## src/rtl/tx_scheduler_if.sv

```systemverilog
// Word-table read port and word-transmitter start/busy/done handshake used by tx_scheduler.
interface tx_scheduler_if #(
   parameter int unsigned DATA_W = 8,
   parameter int unsigned IDX_W  = 4
);
   logic [IDX_W-1:0]  rd_addr;
   logic [DATA_W-1:0] rd_data;
   logic [DATA_W-1:0] tx_data;
   logic              tx_start;
   logic              tx_busy;
   logic              tx_done;

   modport master (
      output rd_addr, tx_data, tx_start,
      input  rd_data, tx_busy, tx_done
   );

   modport slave (
      input  rd_addr, tx_data, tx_start,
      output rd_data, tx_busy, tx_done
   );
endinterface

```

## src/rtl/tx_scheduler.sv

```systemverilog
// Frame-level transmit scheduler: arbitrates manual/logic/auto requests and sequences NWORDS words
// into the word transmitter. Optional auto-repeat timer enabled by defining TX_AUTO_REPEAT_EN.
module tx_scheduler #(
   parameter int unsigned DATA_W         = 8,
   parameter int unsigned NWORDS         = 16,
   parameter int unsigned IDX_W          = 4,
   parameter int unsigned GAP_CYCLES     = 4,
   parameter int unsigned TIMEOUT_CYCLES = 65536,
   parameter int unsigned REPEAT_CYCLES  = 1000000
) (
   input  logic           clk,
   input  logic           rst,
   input  logic           manual_tx,
   input  logic           frame_req,
   tx_scheduler_if.master bus,
   output logic           frame_active,
   output logic           frame_done,
   output logic           tx_timeout,
   output logic           req_dropped
);

   localparam int unsigned TCNT_W = $clog2(TIMEOUT_CYCLES) + 1;
   localparam int unsigned GCNT_W = $clog2(GAP_CYCLES) + 1;

   if (NWORDS < 2 || NWORDS > (1 << IDX_W) || GAP_CYCLES < 1 || TIMEOUT_CYCLES < 2 ||
       REPEAT_CYCLES < 2 || DATA_W < 1) begin : g_bad_cfg
      $error("tx_scheduler: illegal parameter set");
   end

   typedef enum logic [2:0] {S_IDLE, S_LOAD, S_START, S_WAIT, S_GAP} state_t;

   state_t              state, state_nx;
   logic [IDX_W-1:0]    addr, addr_nx;
   logic [DATA_W-1:0]   data, data_nx;
   logic [TCNT_W-1:0]   tcnt, tcnt_nx;
   logic [GCNT_W-1:0]   gcnt, gcnt_nx;
   logic                pending, pending_nx;
   logic                last, last_nx;
   logic                active_nx, done_nx, to_nx, dropped_nx;
   logic                sync1, sync2, dly;
   logic                req, auto_req, start_frame;

   // Button synchronizer and rising-edge detector.
   always_ff @(posedge clk or posedge rst) begin
      if (rst) begin
         sync1 <= 1'b0;
         sync2 <= 1'b0;
         dly   <= 1'b0;
      end else begin
         sync1 <= manual_tx;
         sync2 <= sync1;
         dly   <= sync2;
      end
   end

`ifdef TX_AUTO_REPEAT_EN
   localparam int unsigned RCNT_W = $clog2(REPEAT_CYCLES) + 1;
   logic [RCNT_W-1:0] rcnt;

   assign auto_req = (rcnt == RCNT_W'(REPEAT_CYCLES - 1));

   // Free-running repeat period, re-aligned to every frame start.
   always_ff @(posedge clk or posedge rst) begin
      if (rst)                          rcnt <= '0;
      else if (start_frame || auto_req) rcnt <= '0;
      else                              rcnt <= rcnt + RCNT_W'(1);
   end
`else
   assign auto_req = 1'b0;
`endif

   assign req          = (sync2 & ~dly) | frame_req | auto_req;
   assign bus.rd_addr  = addr;
   assign bus.tx_data  = data;
   assign bus.tx_start = (state == S_START) && !bus.tx_busy;

   always_ff @(posedge clk or posedge rst) begin
      if (rst) begin
         state        <= S_IDLE;
         addr         <= '0;
         data         <= '0;
         tcnt         <= '0;
         gcnt         <= '0;
         pending      <= 1'b0;
         last         <= 1'b0;
         frame_active <= 1'b0;
         frame_done   <= 1'b0;
         tx_timeout   <= 1'b0;
         req_dropped  <= 1'b0;
      end else begin
         state        <= state_nx;
         addr         <= addr_nx;
         data         <= data_nx;
         tcnt         <= tcnt_nx;
         gcnt         <= gcnt_nx;
         pending      <= pending_nx;
         last         <= last_nx;
         frame_active <= active_nx;
         frame_done   <= done_nx;
         tx_timeout   <= to_nx;
         req_dropped  <= dropped_nx;
      end
   end

   always_comb begin
      state_nx    = state;
      addr_nx     = addr;
      data_nx     = data;
      tcnt_nx     = tcnt;
      gcnt_nx     = gcnt;
      pending_nx  = pending;
      last_nx     = last;
      active_nx   = frame_active;
      done_nx     = 1'b0;
      to_nx       = 1'b0;
      dropped_nx  = req_dropped;
      start_frame = 1'b0;

      // One pending slot; a request arriving while it is full is lost.
      if (req && frame_active) begin
         if (pending) dropped_nx = 1'b1;
         else         pending_nx = 1'b1;
      end

      case (state)
         S_IDLE: begin
            addr_nx = '0;
            if (req || pending) begin
               state_nx    = S_LOAD;
               pending_nx  = 1'b0;
               active_nx   = 1'b1;
               last_nx     = 1'b0;
               start_frame = 1'b1;
            end
         end
         S_LOAD: begin
            data_nx  = bus.rd_data;
            state_nx = S_START;
         end
         S_START: begin
            if (!bus.tx_busy) begin
               state_nx = S_WAIT;
               tcnt_nx  = '0;
            end
         end
         S_WAIT: begin
            // tx_done has priority; timeout fires on the edge the counter would reach TIMEOUT_CYCLES-1.
            if (bus.tx_done) begin
               state_nx = S_GAP;
               gcnt_nx  = '0;
               if (addr == IDX_W'(NWORDS - 1)) begin
                  done_nx = 1'b1;
                  last_nx = 1'b1;
               end else begin
                  addr_nx = addr + IDX_W'(1);
               end
            end else if (tcnt == TCNT_W'(TIMEOUT_CYCLES - 2)) begin
               to_nx     = 1'b1;
               state_nx  = S_IDLE;
               active_nx = 1'b0;
               addr_nx   = '0;
            end else begin
               tcnt_nx = tcnt + TCNT_W'(1);
            end
         end
         S_GAP: begin
            if (gcnt == GCNT_W'(GAP_CYCLES - 1)) begin
               gcnt_nx = '0;
               if (last) begin
                  state_nx  = S_IDLE;
                  active_nx = 1'b0;
                  addr_nx   = '0;
                  last_nx   = 1'b0;
               end else begin
                  state_nx = S_LOAD;
               end
            end else begin
               gcnt_nx = gcnt + GCNT_W'(1);
            end
         end
         default: state_nx = S_IDLE;
      endcase
   end

endmodule

```

## src/flat_wrapper.sv

```systemverilog
// flat-port wrapper written by rule: the top's interface ports become plain ports
module tx_scheduler_flat 
#(
   parameter int unsigned DATA_W         = 8,
   parameter int unsigned NWORDS         = 16,
   parameter int unsigned IDX_W          = 4,
   parameter int unsigned GAP_CYCLES     = 4,
   parameter int unsigned TIMEOUT_CYCLES = 65536,
   parameter int unsigned REPEAT_CYCLES  = 1000000
)
  (clk, rst, manual_tx, frame_req, frame_active, frame_done, tx_timeout, req_dropped, bus_rd_addr, bus_tx_data, bus_tx_start, bus_rd_data, bus_tx_busy, bus_tx_done);
  tx_scheduler_if #(.DATA_W(DATA_W), .IDX_W(IDX_W)) bus_i ();
  input  logic clk;
  input  logic rst;
  input  logic manual_tx;
  input  logic frame_req;
  output logic frame_active;
  output logic frame_done;
  output logic tx_timeout;
  output logic req_dropped;
  output wire logic [$bits(bus_i.rd_addr)-1:0] bus_rd_addr;
  output wire logic [$bits(bus_i.tx_data)-1:0] bus_tx_data;
  output wire logic [$bits(bus_i.tx_start)-1:0] bus_tx_start;
  input wire logic [$bits(bus_i.rd_data)-1:0] bus_rd_data;
  input wire logic [$bits(bus_i.tx_busy)-1:0] bus_tx_busy;
  input wire logic [$bits(bus_i.tx_done)-1:0] bus_tx_done;
  assign bus_rd_addr = bus_i.rd_addr;
  assign bus_tx_data = bus_i.tx_data;
  assign bus_tx_start = bus_i.tx_start;
  assign bus_i.rd_data = bus_rd_data;
  assign bus_i.tx_busy = bus_tx_busy;
  assign bus_i.tx_done = bus_tx_done;
  tx_scheduler #(.DATA_W(DATA_W), .NWORDS(NWORDS), .IDX_W(IDX_W), .GAP_CYCLES(GAP_CYCLES), .TIMEOUT_CYCLES(TIMEOUT_CYCLES), .REPEAT_CYCLES(REPEAT_CYCLES)) u_core (.clk(clk), .rst(rst), .manual_tx(manual_tx), .frame_req(frame_req), .bus(bus_i), .frame_active(frame_active), .frame_done(frame_done), .tx_timeout(tx_timeout), .req_dropped(req_dropped));
endmodule
```

## config.mk

```make
export PLATFORM = sky130hd
export DESIGN_NAME = tx_scheduler_flat
export DESIGN_NICKNAME = d
export VERILOG_FILES = /design/src/rtl/tx_scheduler_if.sv /design/src/rtl/tx_scheduler.sv /design/src/flat_wrapper.sv
export SDC_FILE = /design/constraint.sdc
export NUM_CORES = 1
export LEC_CHECK = 0
export CAP_MARGIN = 20
export CORE_UTILIZATION = 35
export DETAILED_ROUTE_END_ITERATION = 8
export DONT_BUFFER_PORTS = 1
export PLACE_DENSITY_LB_ADDON = 0.1
export SLEW_MARGIN = 20
export SYNTH_ARGS = -nofsm -noshare
export SYNTH_HDL_FRONTEND = slang
export SYNTH_SLANG_ARGS = --single-unit
export TNS_END_PERCENT = 20
```

## constraint.sdc

```tcl
create_clock -name clk -period 4.51 [get_ports clk]
set_clock_uncertainty 0.05 [all_clocks]
set_input_delay 0.902 -clock clk [delete_from_list [all_inputs] [get_ports clk]]
set_output_delay 0.902 -clock clk [all_outputs]
set_load 0.02 [all_outputs]
```

==> results by group <==
Timing
  – Post-route setup TNS: 0 ns
  – Final setup fails: 0
  – Tcrit/Tclk final: 55.0%
  – Post-route minimum period: approximately 2.5 ns
  – Max Slew Vio Count: 0
  – Relative slew slack: between 40% and 50%
  – Unrepaired setup endpoints after global routing: no
  – Setup WS post-layout: 2.03 ns
  – Max Fclk: 403 MHz
  – Final Hold Vio Count: 0
  – Worst-Margin Slew: slightly below 0.8 ns

Floorplan
  – Total Die Area: 0.00680 mm^2
  – Initial Util: between 30% and 40%
  – Row cnt: 28
  – Die height: 82.5 um
  – Io pins: 31
  – Core ar.: approximately 0.0061 mm^2
  – Die width: 82.5 um

Critical path
  – Worst EP arrival: 1.53 ns
  – Startpoint Class: primary input
  – Worst path depth: 3
  – Cell family with most CP delay: simple AND/OR/NAND/NOR gates
  – Cells on worst reg2reg path: 5
  – CP endpoint kind: output pin
  – Maximum fanout along the worst path: 5
  – Cell Chain, Critical Path: nor2_1 -> nand3b_1 -> inv_1
  – Buf/Inv on CP: 1
  – Slowest stage cell, crit path: inv_1
  – Worst path max stage delay: 0.31 ns
  – R2R Setup Slk: roughly 2.1 ns
  – R2r startpoint: u_core.state[2]$_DFFE_PP0P_
  – Reg2reg end: u_core.tcnt[10]$_DFFE_PP0P_
  – WS Path Type: primary input to output pin
  – WP data required: ~3.6 ns

Detailed routing
  – # DRC: 0
  – Drt total wl: 4800 um
  – Antenna Nets Post-Route: 0
  – DR vias/cell: 5.66
  – First-iteration detailed-routing DRC count: 70
  – Routed len/inst: 15.9 um
  – Drt pass-1 iters: 4
  – Total number of vias: 1,708

Pwr
  – P_leak: approximately 0.0011 uW
  – PD cells: 547 mW/mm^2
  – Peak supply drop: 0.310 mV

Placed design
  – Count of buffers from port buffering: 0
  – Routability-driven placement congestion ratio: between 0.7 and 0.8
  – Placed cells: 294
  – Post-DP HPWL: 3270 um
  – Dpl ws: slightly above 2 ns

Synthesis
  – Ranking of synthesized cells by area: dfrtp_1, mux2_2, nand3_1, nor2_1, a211o_1
  – Synth cell count leaders: dfrtp_1, nor2_1, nand3_1
  – Synth Area in Simple Gates: 26.0%
  – Most used DFF post-synth: dfrtp_1
  – Synth top area share: 48.6%
  – Synthesized netlist cell count: between 200 and 250
  – FF+latch count, synth: 44
  – Mux cell area share after synthesis: 4.91%
  – Cell type with the largest total area after synthesis: dfrtp_1
  – Post-Syn Area: about 0.0023 mm^2
  – Compound-Gate Fraction of Synth Area: between 10% and 20%
  – Mapped Nets: 246
  – Seq/Total Area, Yosys: 48.6%
  – Asr flop ratio synth: 100%
  – Cell variety after synth: 48
  – Synthesized area per cell: a little under 10 um^2
  – Post-synth EDFFs: 0
  – Main combinational cell family by area after synthesis: simple AND/OR/NAND/NOR gates
  – Most common cell in the netlist: dfrtp_1
  – Synthesis warning total: 0
  – Post-Synth XOR/XNOR Area: 0%
  – Adder-Cell Fraction of Synth Area: between 2 and 2.5%

Layout
  – Diode count: 0
  – Filler instances: about 620
  – Fraction of layout cells with a size suffix above 1: 11.9%
  – Area Overhead vs Synth: 7.28%
  – FF/Latch Area: 0.00110 mm^2
  – Multi-input logic area: 0.00108 mm^2
  – Non-Filler Instances: 302
  – Final #Nets: 244
  – Final Util: 39.9%

Clock network
  – H-tree depth: 2
  – Setup bufs post-CTS: 0
  – CTS tree: done
  – Root Driver: clkbuf_8
  – Clock Tree Buf Depth: 2
  – Total CTS buffers: 5
  – Clock transition at the registers of the reported paths: 0.09 ns
  – Clk_lat worst skew: 0.29 ns
  – CTS Sinks: 44
  – Hold bufs inserted after CTS: 0
  – Post-cts sizing count: 0

Outcome
  – Status: finished, final reports clean

Min path
  – Hold path startpoint: u_core.sync1$_DFF_PP0_
  – Worst Hold Class: register to register
  – Hold depth: 0
  – Hold Path Sink: u_core.sync2$_DFF_PP0_

GRT
  – Pin count of the biggest net entering global routing: 45
  – GRT Resource Usage Total: about 16%
  – Antenna violations before repair: 0
  – GR Overflow Total: 0
  – Vias in the first global route: 1,604
  – First-pass GRT wire length: between 8000 and 9000 um

Flow run
  – Max-Cap Viols: 0
## cell usage in the layout (no fill, tap or decap), drive strengths merged, types with 6 or more instances in the layout
master  count
nand3      17
o21ai       9
a21oi       7
dfrtp      44
nor2       19
nand4       9
a211o       8
nor3       11
clkbuf      6
and3        7
nand2      17
mux2        9
## layout make-up
| type | count | area share [%] |
|---|---|---|
| clock buffers | 6 | 3.40 |
| clock inverters | 2 | 1.59 |
| inverters | 6 | 0.977 |
| repair buffers | 2 | 0.617 |
| multi-input cells | 167 | 44.3 |
| well taps | 75 | 3.86 |
| flip-flops and latches | 44 | 45.3 |
## sequential cells by signal, summed over array words and instances (netlist names), 3 cells and up
signal and cells:
u_core.tcnt 17, u_core.gcnt 3, u_core.state 3, u_core.bus.tx_data 8, u_core.bus.rd_addr 4
## report_power, final
| part | internal, uW | switching (uW) | leakage [uW] |
|---|---|---|---|
| Clock | 181 | 137 | 0.0000614 |
| Sequential | 487 | 168 | 0.000569 |
| Combinational | 151 | 206 | 0.000503 |
## per-stage QoR
stage	instance area [um^2]	hold slack, ns	power, uW
floorplan	2270	0.281	943
global placement	2310	0.301	1020
detailed placement	2310	0.299	1020
CTS	2430	0.329	1350
global route	2430	0.339	1430
finish	2430	0.320	1330
## how the worst max path moves through the flow
stage | start | endpoint | slack [ns]
6_report | bus_tx_busy | bus_tx_start | 2.03
5_1_grt | u_core.state[2]$_DFFE_PP0P_ | u_core.tcnt[12]$_DFFE_PP0P_ | 1.81
4_1_cts | bus_tx_busy | bus_tx_start | 2.04
3_5_place_dp | bus_tx_busy | bus_tx_start | 2.04
3_3_place_gp | bus_tx_busy | bus_tx_start | 2.03
2_1_floorplan | bus_tx_busy | bus_tx_start | 2.16
## cells by family (layout without fill, tap and decap cells)
kind of cell,Yosys count,after routing
adders and majority gates,4,4
buffers and inverters,17,16
DFF,44,44
AOI/OAI and AO/OA,45,45
and+or+nand+nor,108,108
muxes,10,10
## per-layer routing
metal	vias to the layer above	wire [um]	GRT usage [%]	part of all wire, %
li1	830	-	-	-
met1	830	2450	23.0	51
met2	46	2080	23.4	43
met3	2	239	3.63	5.0
met4	0	27	4.21	0.56
met5	-	0	0	0
Power figures use the tool's default switching activity.
